**config.mk**
```make
export PLATFORM = sky130hd
export DESIGN_NAME = mem_image_loader
export DESIGN_NICKNAME = d
export VERILOG_FILES = /design/src/rtl/mem_image_loader_pkg.sv /design/src/rtl/mem_image_loader_word_assembler.sv /design/src/rtl/mem_image_loader.sv
export SDC_FILE = /design/constraint.sdc
export NUM_CORES = 1
export LEC_CHECK = 0
export BUFFER_PORTS_ARGS = -buffer_cell sky130_fd_sc_hd__buf_2
export CAP_MARGIN = 40
export CORE_ASPECT_RATIO = 0.5
export CORE_MARGIN = 2
export CORE_UTILIZATION = 25
export DETAILED_ROUTE_END_ITERATION = 12
export PLACE_DENSITY_LB_ADDON = 0.08
export SLEW_MARGIN = 20
export SYNTH_ARGS = -nofsm -noshare
export SYNTH_HDL_FRONTEND = slang
export SYNTH_SLANG_ARGS = --single-unit
export TNS_END_PERCENT = 5
```
**constraint.sdc**
```tcl
create_clock -name clk_i -period 3.8 [get_ports clk_i]
set_input_delay 0.76 -clock clk_i [delete_from_list [all_inputs] [get_ports clk_i]]
set_output_delay 0.76 -clock clk_i [all_outputs]
set_load 0.03 [all_outputs]
```
**src/rtl/mem_image_loader_pkg.sv**
```systemverilog
// Shared constants and loader state encoding for the RAM image load path.
// DEPTH/ADDR_W are also consumed by the RAM and the RAM dump logic.
package mem_image_loader_pkg;
  localparam int DEPTH      = 512;
  localparam int ADDR_W     = $clog2(DEPTH);
  localparam int DATA_W     = 32;
  localparam int CHECKSUM_W = 8;

  typedef enum logic [2:0] {
    ST_IDLE,
    ST_RECV,
    ST_WRITE,
    ST_CHECK,
    ST_DONE
  } loader_state_e;
endpackage

```
**src/rtl/mem_image_loader_word_assembler.sv**
```systemverilog
// Packs four stream bytes into one big-endian RAM word; the first byte lands in the MSBs.
// word_o is combinational so the 4th byte is usable in the same cycle it is accepted.
module mem_image_loader_word_assembler
  import mem_image_loader_pkg::*;
(
  input  logic              clk_i,
  input  logic              rst_i,
  input  logic              clear_i,
  input  logic [7:0]        byte_i,
  input  logic              byte_en_i,
  output logic [DATA_W-1:0] word_o,
  output logic              word_valid_o
);
  logic [DATA_W-9:0] shift_q;
  logic [1:0]        cnt_q;

  assign word_o       = {shift_q, byte_i};
  assign word_valid_o = byte_en_i && (cnt_q == 2'd3);

  always_ff @(posedge clk_i or posedge rst_i) begin
    if (rst_i) begin
      shift_q <= '0;
      cnt_q   <= '0;
    end else if (clear_i) begin
      shift_q <= '0;
      cnt_q   <= '0;
    end else if (byte_en_i) begin
      shift_q <= {shift_q[DATA_W-17:0], byte_i};
      cnt_q   <= cnt_q + 2'd1;
    end
  end
endmodule

```
**src/rtl/mem_image_loader.sv**
```systemverilog
// Streams a byte image into word-addressed RAM, verifies an 8-bit additive trailer,
// and holds the CPU in reset until a clean load completes.
module mem_image_loader #(
  parameter int DEPTH  = mem_image_loader_pkg::DEPTH,
  parameter int ADDR_W = mem_image_loader_pkg::ADDR_W,
  parameter int DATA_W = mem_image_loader_pkg::DATA_W
) (
  input  logic              clk_i,
  input  logic              rst_i,
  input  logic              start_i,
  input  logic [ADDR_W:0]   word_count_i,
  input  logic [7:0]        byte_in_i,
  input  logic              byte_valid_i,
  output logic              byte_ready_o,
  output logic              mem_we_o,
  output logic [ADDR_W-1:0] mem_addr_o,
  output logic [DATA_W-1:0] mem_wdata_o,
  output logic              cpu_hold_o,
  output logic              done_o,
  output logic              error_o
);
  import mem_image_loader_pkg::*;

  localparam logic [ADDR_W:0] DEPTH_L = (ADDR_W+1)'(DEPTH);

  loader_state_e         state_q;
  logic [ADDR_W:0]       count_q;
  logic [ADDR_W-1:0]     index_q;
  logic [CHECKSUM_W-1:0] csum_q;
  logic                  byte_ready_q, mem_we_q, done_q, error_q, cpu_hold_q;
  logic [ADDR_W-1:0]     mem_addr_q;
  logic [DATA_W-1:0]     mem_wdata_q;

  logic              accept, start_ok, asm_en, word_valid;
  logic [DATA_W-1:0] word;
  logic [ADDR_W:0]   index_inc;

  assign accept    = byte_valid_i && byte_ready_q;
  assign start_ok  = start_i && (state_q == ST_IDLE || state_q == ST_DONE);
  assign asm_en    = accept && (state_q == ST_RECV);
  assign index_inc = {1'b0, index_q} + 1'b1;

  mem_image_loader_word_assembler u_word_assembler (
    .clk_i       (clk_i),
    .rst_i       (rst_i),
    .clear_i     (start_ok),
    .byte_i      (byte_in_i),
    .byte_en_i   (asm_en),
    .word_o      (word),
    .word_valid_o(word_valid)
  );

  always_ff @(posedge clk_i or posedge rst_i) begin
    if (rst_i) begin
      state_q      <= ST_IDLE;
      count_q      <= '0;
      index_q      <= '0;
      csum_q       <= '0;
      byte_ready_q <= 1'b0;
      mem_we_q     <= 1'b0;
      mem_addr_q   <= '0;
      mem_wdata_q  <= '0;
      done_q       <= 1'b0;
      error_q      <= 1'b0;
      cpu_hold_q   <= 1'b1;
    end else begin
      mem_we_q <= 1'b0;
      case (state_q)
        ST_IDLE, ST_DONE: begin
          if (start_i) begin
            done_q     <= 1'b0;
            error_q    <= 1'b0;
            csum_q     <= '0;
            index_q    <= '0;
            cpu_hold_q <= 1'b1;
            count_q    <= word_count_i;
            if (word_count_i > DEPTH_L) begin
              // Oversized image is rejected without touching RAM.
              state_q <= ST_DONE;
              done_q  <= 1'b1;
              error_q <= 1'b1;
            end else if (word_count_i == '0) begin
              state_q      <= ST_CHECK;
              byte_ready_q <= 1'b1;
            end else begin
              state_q      <= ST_RECV;
              byte_ready_q <= 1'b1;
            end
          end
        end
        ST_RECV: begin
          if (accept) begin
            csum_q <= csum_q + byte_in_i;
            if (word_valid) begin
              state_q      <= ST_WRITE;
              byte_ready_q <= 1'b0;
              mem_we_q     <= 1'b1;
              mem_addr_q   <= index_q;
              mem_wdata_q  <= word;
            end
          end
        end
        ST_WRITE: begin
          index_q      <= index_inc[ADDR_W-1:0];
          byte_ready_q <= 1'b1;
          state_q      <= (index_inc == count_q) ? ST_CHECK : ST_RECV;
        end
        ST_CHECK: begin
          if (accept) begin
            state_q      <= ST_DONE;
            byte_ready_q <= 1'b0;
            done_q       <= 1'b1;
            error_q      <= (byte_in_i != csum_q);
            cpu_hold_q   <= (byte_in_i != csum_q);
          end
        end
        default: state_q <= ST_IDLE;
      endcase
    end
  end

  assign byte_ready_o = byte_ready_q;
  assign mem_we_o     = mem_we_q;
  assign mem_addr_o   = mem_addr_q;
  assign mem_wdata_o  = mem_wdata_q;
  assign cpu_hold_o   = cpu_hold_q;
  assign done_o       = done_q;
  assign error_o      = error_q;
endmodule

```
== After elaboration in Yosys (flattened, before gate mapping) ==
Cells that the tools add are included.

* RAM bits: 0
* Output and inout bits: 46
* Bits in read-only memories: 0
* Latch bits: 0
* Logic and storage cells: 83
* Memories: 0
* Flip-flop bits (word level): 102

* $mul: 0
* Reductions and logical operators: 20
* Add/subtract/negate cells: 3
* Shift-type cells: 0
* Bitwise gates (word level): 0
* Mux-type cells: 34
* Equality and inequality tests: 12
* Divide/modulo/power cells: 0
* Order comparisons: 1

{| class="wikitable"
|+ Operators by type and width
! kind !! number
|-
| 2-to-1 mux 24 bit || 2
|-
| case mux 9 bit (2 select lines) || 1
|-
| 2-to-1 mux 8 bit || 2
|-
| case mux 8 bit (2 select lines) || 1
|-
| 2-to-1 mux 3 bit || 5
|-
| 2-to-1 mux 1 bit || 13
|-
| case mux 3 bit (4 select lines) || 1
|-
| adder 9 x 1 -> 10 bit, second input constant || 1
|-
| == test 10 bit || 1
|-
| greater-than comparator 10 bit, second input constant || 1
|-
| logical NOT 10 bit || 1
|-
| 2-to-1 mux 9 bit || 1
|-
| AND reduction 3 bit || 3
|-
| adder 8 bit || 1
|-
| 2-to-1 mux 2 bit || 4
|-
| inequality test 2 bit, second input constant || 4
|-
| inequality test 8 bit || 1
|-
| nonzero test 2 bit || 4
|-
| == test 3 x 2 -> 1 bit, second input constant || 2
|-
| case mux 1 bit (2 select lines) || 3
|-
| AND reduction 6 bit || 1
|-
| logical AND 1 bit || 4
|-
| case mux 1 bit (4 select lines) || 1
|-
| AND reduction 2 bit || 2
|-
| 10 further kinds || 10
|}

== Depth between registers and ports, before layout ==
* Word-level depth: 6
* Mapped depth: 7
* Gate-level depth less buffers: 7

== By module ==
Synthesis repeated with hierarchy kept, for this count alone.

* Cell total of the unflattened synthesis: 427
* Area total of the unflattened synthesis: 4824.6 um2

{| class="wikitable"
|+ By module, submodules not included
! module !! cells each !! area each (um2) !! instances
|-
| mem_image_loader || 332 || 3666.0 || 1
|-
| mem_image_loader_word_assembler || 95 || 1158.6 || 1
|}

== Least setup slack after synthesis ==
OpenSTA, ideal clock, no wires.

* Kind: input port to flip-flop
* Start point: in byte_in_i[0]
* End point: reg cpu_hold_q, in the netlist cpu_hold_o
* Path slack: 1.619 ns
* Path buffers: 0
* Setup time: 0.082 ns
* Arrival time: 2.098 ns
* Stages: 5
* Path through: ha_1 -> or4_1 -> nor4_1 -> nand4_1 -> mux2_2

* Cells in the longest elaborated chain, start to end: 3

{| class="wikitable"
|+ RTL lines
! element !! line !! text
|-
| start, declared || mem_image_loader.sv:12 || <nowiki>input logic [7:0] byte_in_i,</nowiki>
|-
| inequality test 8 bit || mem_image_loader.sv:114 || <nowiki>cpu_hold_q <= (byte_in_i != csum_q);</nowiki>
|-
| 2-to-1 mux 1 bit || mem_image_loader.sv:109 || <nowiki>if (accept) begin</nowiki>
|-
| case mux 1 bit (2 select lines) || mem_image_loader.sv:68 || <nowiki>case (state_q)</nowiki>
|-
| end signal, assigned || mem_image_loader.sv:114 ||
|-
| end, declared || mem_image_loader.sv:30 || <nowiki>logic byte_ready_q, mem_we_q, done_q, error_q, cpu_hold_q;</nowiki>
|}

Every way passes these cells. The select of a mux whose other input is x is not followed.
A chain may end at the register's enable or synchronous reset.

== Worst setup path in the final report ==
Same ends and word-level chain as after synthesis.

==> summary.txt <==
Setup path
  • Worst path max stage delay: 0.52 ns
  • Slowest CP cell: or4_1
  • Worst-path fanout max: 3
  • Critical path buffers and inverters: 1
  • Largest delay contributor family on the critical path: simple AND/OR/NAND/NOR gates
  • CP Launch Type: input port
  • CP arrival: 2.59 ns
  • Crit path cell chain: buf_2 > ha_1 > or4_1 > nor4_1 > nand4_1 > mux2_2
  • Worst setup path category: in2reg
  • Worst Setup End Kind: flip-flop
  • Req. time, crit path: 4.08 ns

Job
  • Number of max-cap violations: 0

Place
  • IO buf count: 67
  • GPL Wtd Cong: just over 0.7
  • Setup WS pre-CTS: 1.14 ns
  • HPWL after DPL: roughly 8 mm
  • Placed cells: 741
  • Post-DP Area: 5330 um^2

Detailed routing
  • WL/cell: ~15 um
  • 1st-pass router iterations: 4
  • Via density: around 4.5
  • # DRC: 0
  • Initial DRC Count: 138
  • Final wirelength: 11.7 mm
  • Routed Antenna Nets: 0
  • Via Count: 3380

Power and ir drop
  • Worst VDD drop: 258 uV
  • LEAKAGE: 2.90 nW
  • Power density over the cells: 577 nW/um^2

Floorplan
  • Die area: a little under 20000 um^2
  • Ports: 68
  • Die Ht: 101 um
  • Row count: 35
  • Initial Utilization: 25.5%
  • Core Area: 18300 um^2
  • Die W: 197 um

Cells and area
  • Ratio of cells with drive above 1 in the final layout: between 20% and 30%
  • Ant diodes: 0
  • Layout area overhead: 19.9%
  • Layout Nets: 544
  • # fillers: 1949
  • Finished Cell Area: 5610 um^2
  • Final non-filler cell total: 757

Yosys
  • Synth Net Count: between 400 and 500
  • Post-synthesis xor/xnor area fraction: 3.75%
  • Synth cell count leaders: dfrtp_1, nand2_1, nand3_1
  • Main combinational cell family by area after synthesis: simple AND/OR/NAND/NOR gates
  • Synth Cell Area: 4680 um^2
  • Ys async rst share: 100%
  • Main synth FF type: dfrtp_1
  • Syn avg cell area: 10.5 um^2
  • Top-area cell type share of the netlist area: 54.1%
  • Synth top area cells: dfrtp_1, mux2_2, nand2_1, nand3_1, xnor2_1
  • Area share of fa/ha/maj cells after synthesis: between 2 and 3%
  • Register area share after synthesis: 54.6%
  • Post-synth EDFFs: 0
  • Syn. warnings: 0
  • Compound-cell area share of the yosys netlist: 8.00%
  • Syn Inst Count: approximately 450
  • Post-synthesis mux area share: 9.82%
  • Synth Register Bits: 102
  • Post-synth top area cell: dfrtp_1
  • Synth cell types: 50
  • Post-Synth Simple-Gate Area: between 10% and 20%

Hold path
  • Tightest Hold Check Type: in2async

Timing
  • Final setup viols: 0
  • Max Clk Rate: ~430 MHz
  • Final setup margin: 1.48 ns
  • Tcrit/Tclk final: around three fifths
  • Final min period: 2.32 ns
  • Setup_tns: 0 ns
  • Endpoints failing hold: 0
  • Max-slew violation count: 0
  • Worst Tran Pin Value: 0.681 ns
  • RSZ-0062 raised after global routing: no
  • Layout Skew: 0.00700 ns
  • Slew HR: 54.4%

Clock tree
  • Clk root buf: clkbuf_16
  • Insertion delay to the later sink of the worst-skew pair: between 0.3 and 0.4 ns
  • Post-CTS Setup Inserts: 0
  • Clock Tree Buf Depth: 2
  • CTS tree: built
  • Clock-pin slew on the worst setup and hold paths: 0.07 ns
  • H-Tree Depth: 3
  • CTS Buf Count: 9
  • Post-CTS sizing: 0
  • Hold buffer count at cts: 0
  • Clock sinks: 102

GRT
  • Total global-route track usage: about an eighth
  • Vias in the first global route: 3508
  • GRT Residual Overflow: 0
  • Largest net degree at the start of global routing: 46
  • Global-route wire length before repair: 19.3 mm
  • Initial antenna violation count: 0

Run status
  • Status: completed
[logic make-up (layout without fill, tap and decap cells)]
family,Yosys count,count (layout)
AND/OR/NAND/NOR,186,186
flip-flops,102,102
buffers and inverters,31,101
adder cells (fa/ha/maj),10,10
XOR/XNOR,20,20
AO/OA/AOI/OAI,57,57
multiplexers,41,41
[final timing paths]
check	from	endpoint	slack (ns)	cells after the start
hold reg to reg	mem_addr_o[7]	mem_addr_o[7]	0.47	2
hold / removal	rst_i	mem_addr_o[5]	0.36	2
max in group asynchronous	rst_i	cpu_hold_o	2.58	4
min in group clk_i	mem_addr_o[7]	mem_addr_o[7]	0.47	2
setup / recovery	byte_in_i[0]	cpu_hold_o	1.48	6
setup reg to reg	csum_q[1]	cpu_hold_o	1.63	5
[stage by stage]
stage	util (%)	hold WS, ns	total power [mW]
5_1_grt	30.6	0.368	3.50
6_report	30.6	0.359	3.23
4_1_cts	30.6	0.359	3.30
2_1_floorplan	-	0.453	2.12
3_3_place_gp	28.8	0.463	2.38
3_5_place_dp	29.0	0.465	2.39
[state kept, by name (all words and copies together), names as in the netlist, 2 cells and up]
name / cells
u_word_assembler.cnt_q: 2
csum_q: 8
u_word_assembler.shift_q: 24
index_q: 9
mem_wdata_o: 32
count_q: 10
state_q: 3
mem_addr_o: 9
[cells in the final DEF (no fill, tap or decap), types with 3 or more instances in the layout]
cell,count
ha_1,9
xnor2_1,14
and2_1,3
a21oi_1,9
mux2_1,5
nand3_1,42
o22a_1,3
nor3b_1,3
o21ai_0,22
o31ai_1,5
buf_2,67
inv_1,10
nand4_1,3
dfrtp_1,101
buf_4,4
mux2_2,34
xor2_1,6
clkbuf_16,9
nor2_1,16
nor3_1,4
nand2_1,100
[layout make-up]
cell class	count	area, um^2	share of cell area (%)
clock buffer	11	243	4.33
clock inverter	5	35.0	0.625
inverter	11	43.8	0.781
multi-input combinational	314	2000	35.7
sequential	102	2550	45.5
tap	240	300	5.36
timing repair buffer	74	428	7.63
[where the power goes]
part	leakage (nW)	total, mW	internal, mW	switching, mW
Combinational	1.38	0.894	0.362	0.532
Sequential	1.39	1.45	1.27	0.184
Clock	0.135	0.889	0.463	0.426
[routing by layer]
| metal | share of wire, % | track usage (%) | up-vias |
|---|---|---|---|
| met3 | 3.4 | 3.25 | 9 |
| met4 | 1.0 | 3.30 | 0 |
| li1 | - | - | 1663 |
| met5 | 0 | 0 | - |
| met1 | 50 | 17.5 | 1663 |
| met2 | 45 | 19.7 | 45 |
Note: power is estimated with default switching activity, not from simulation.
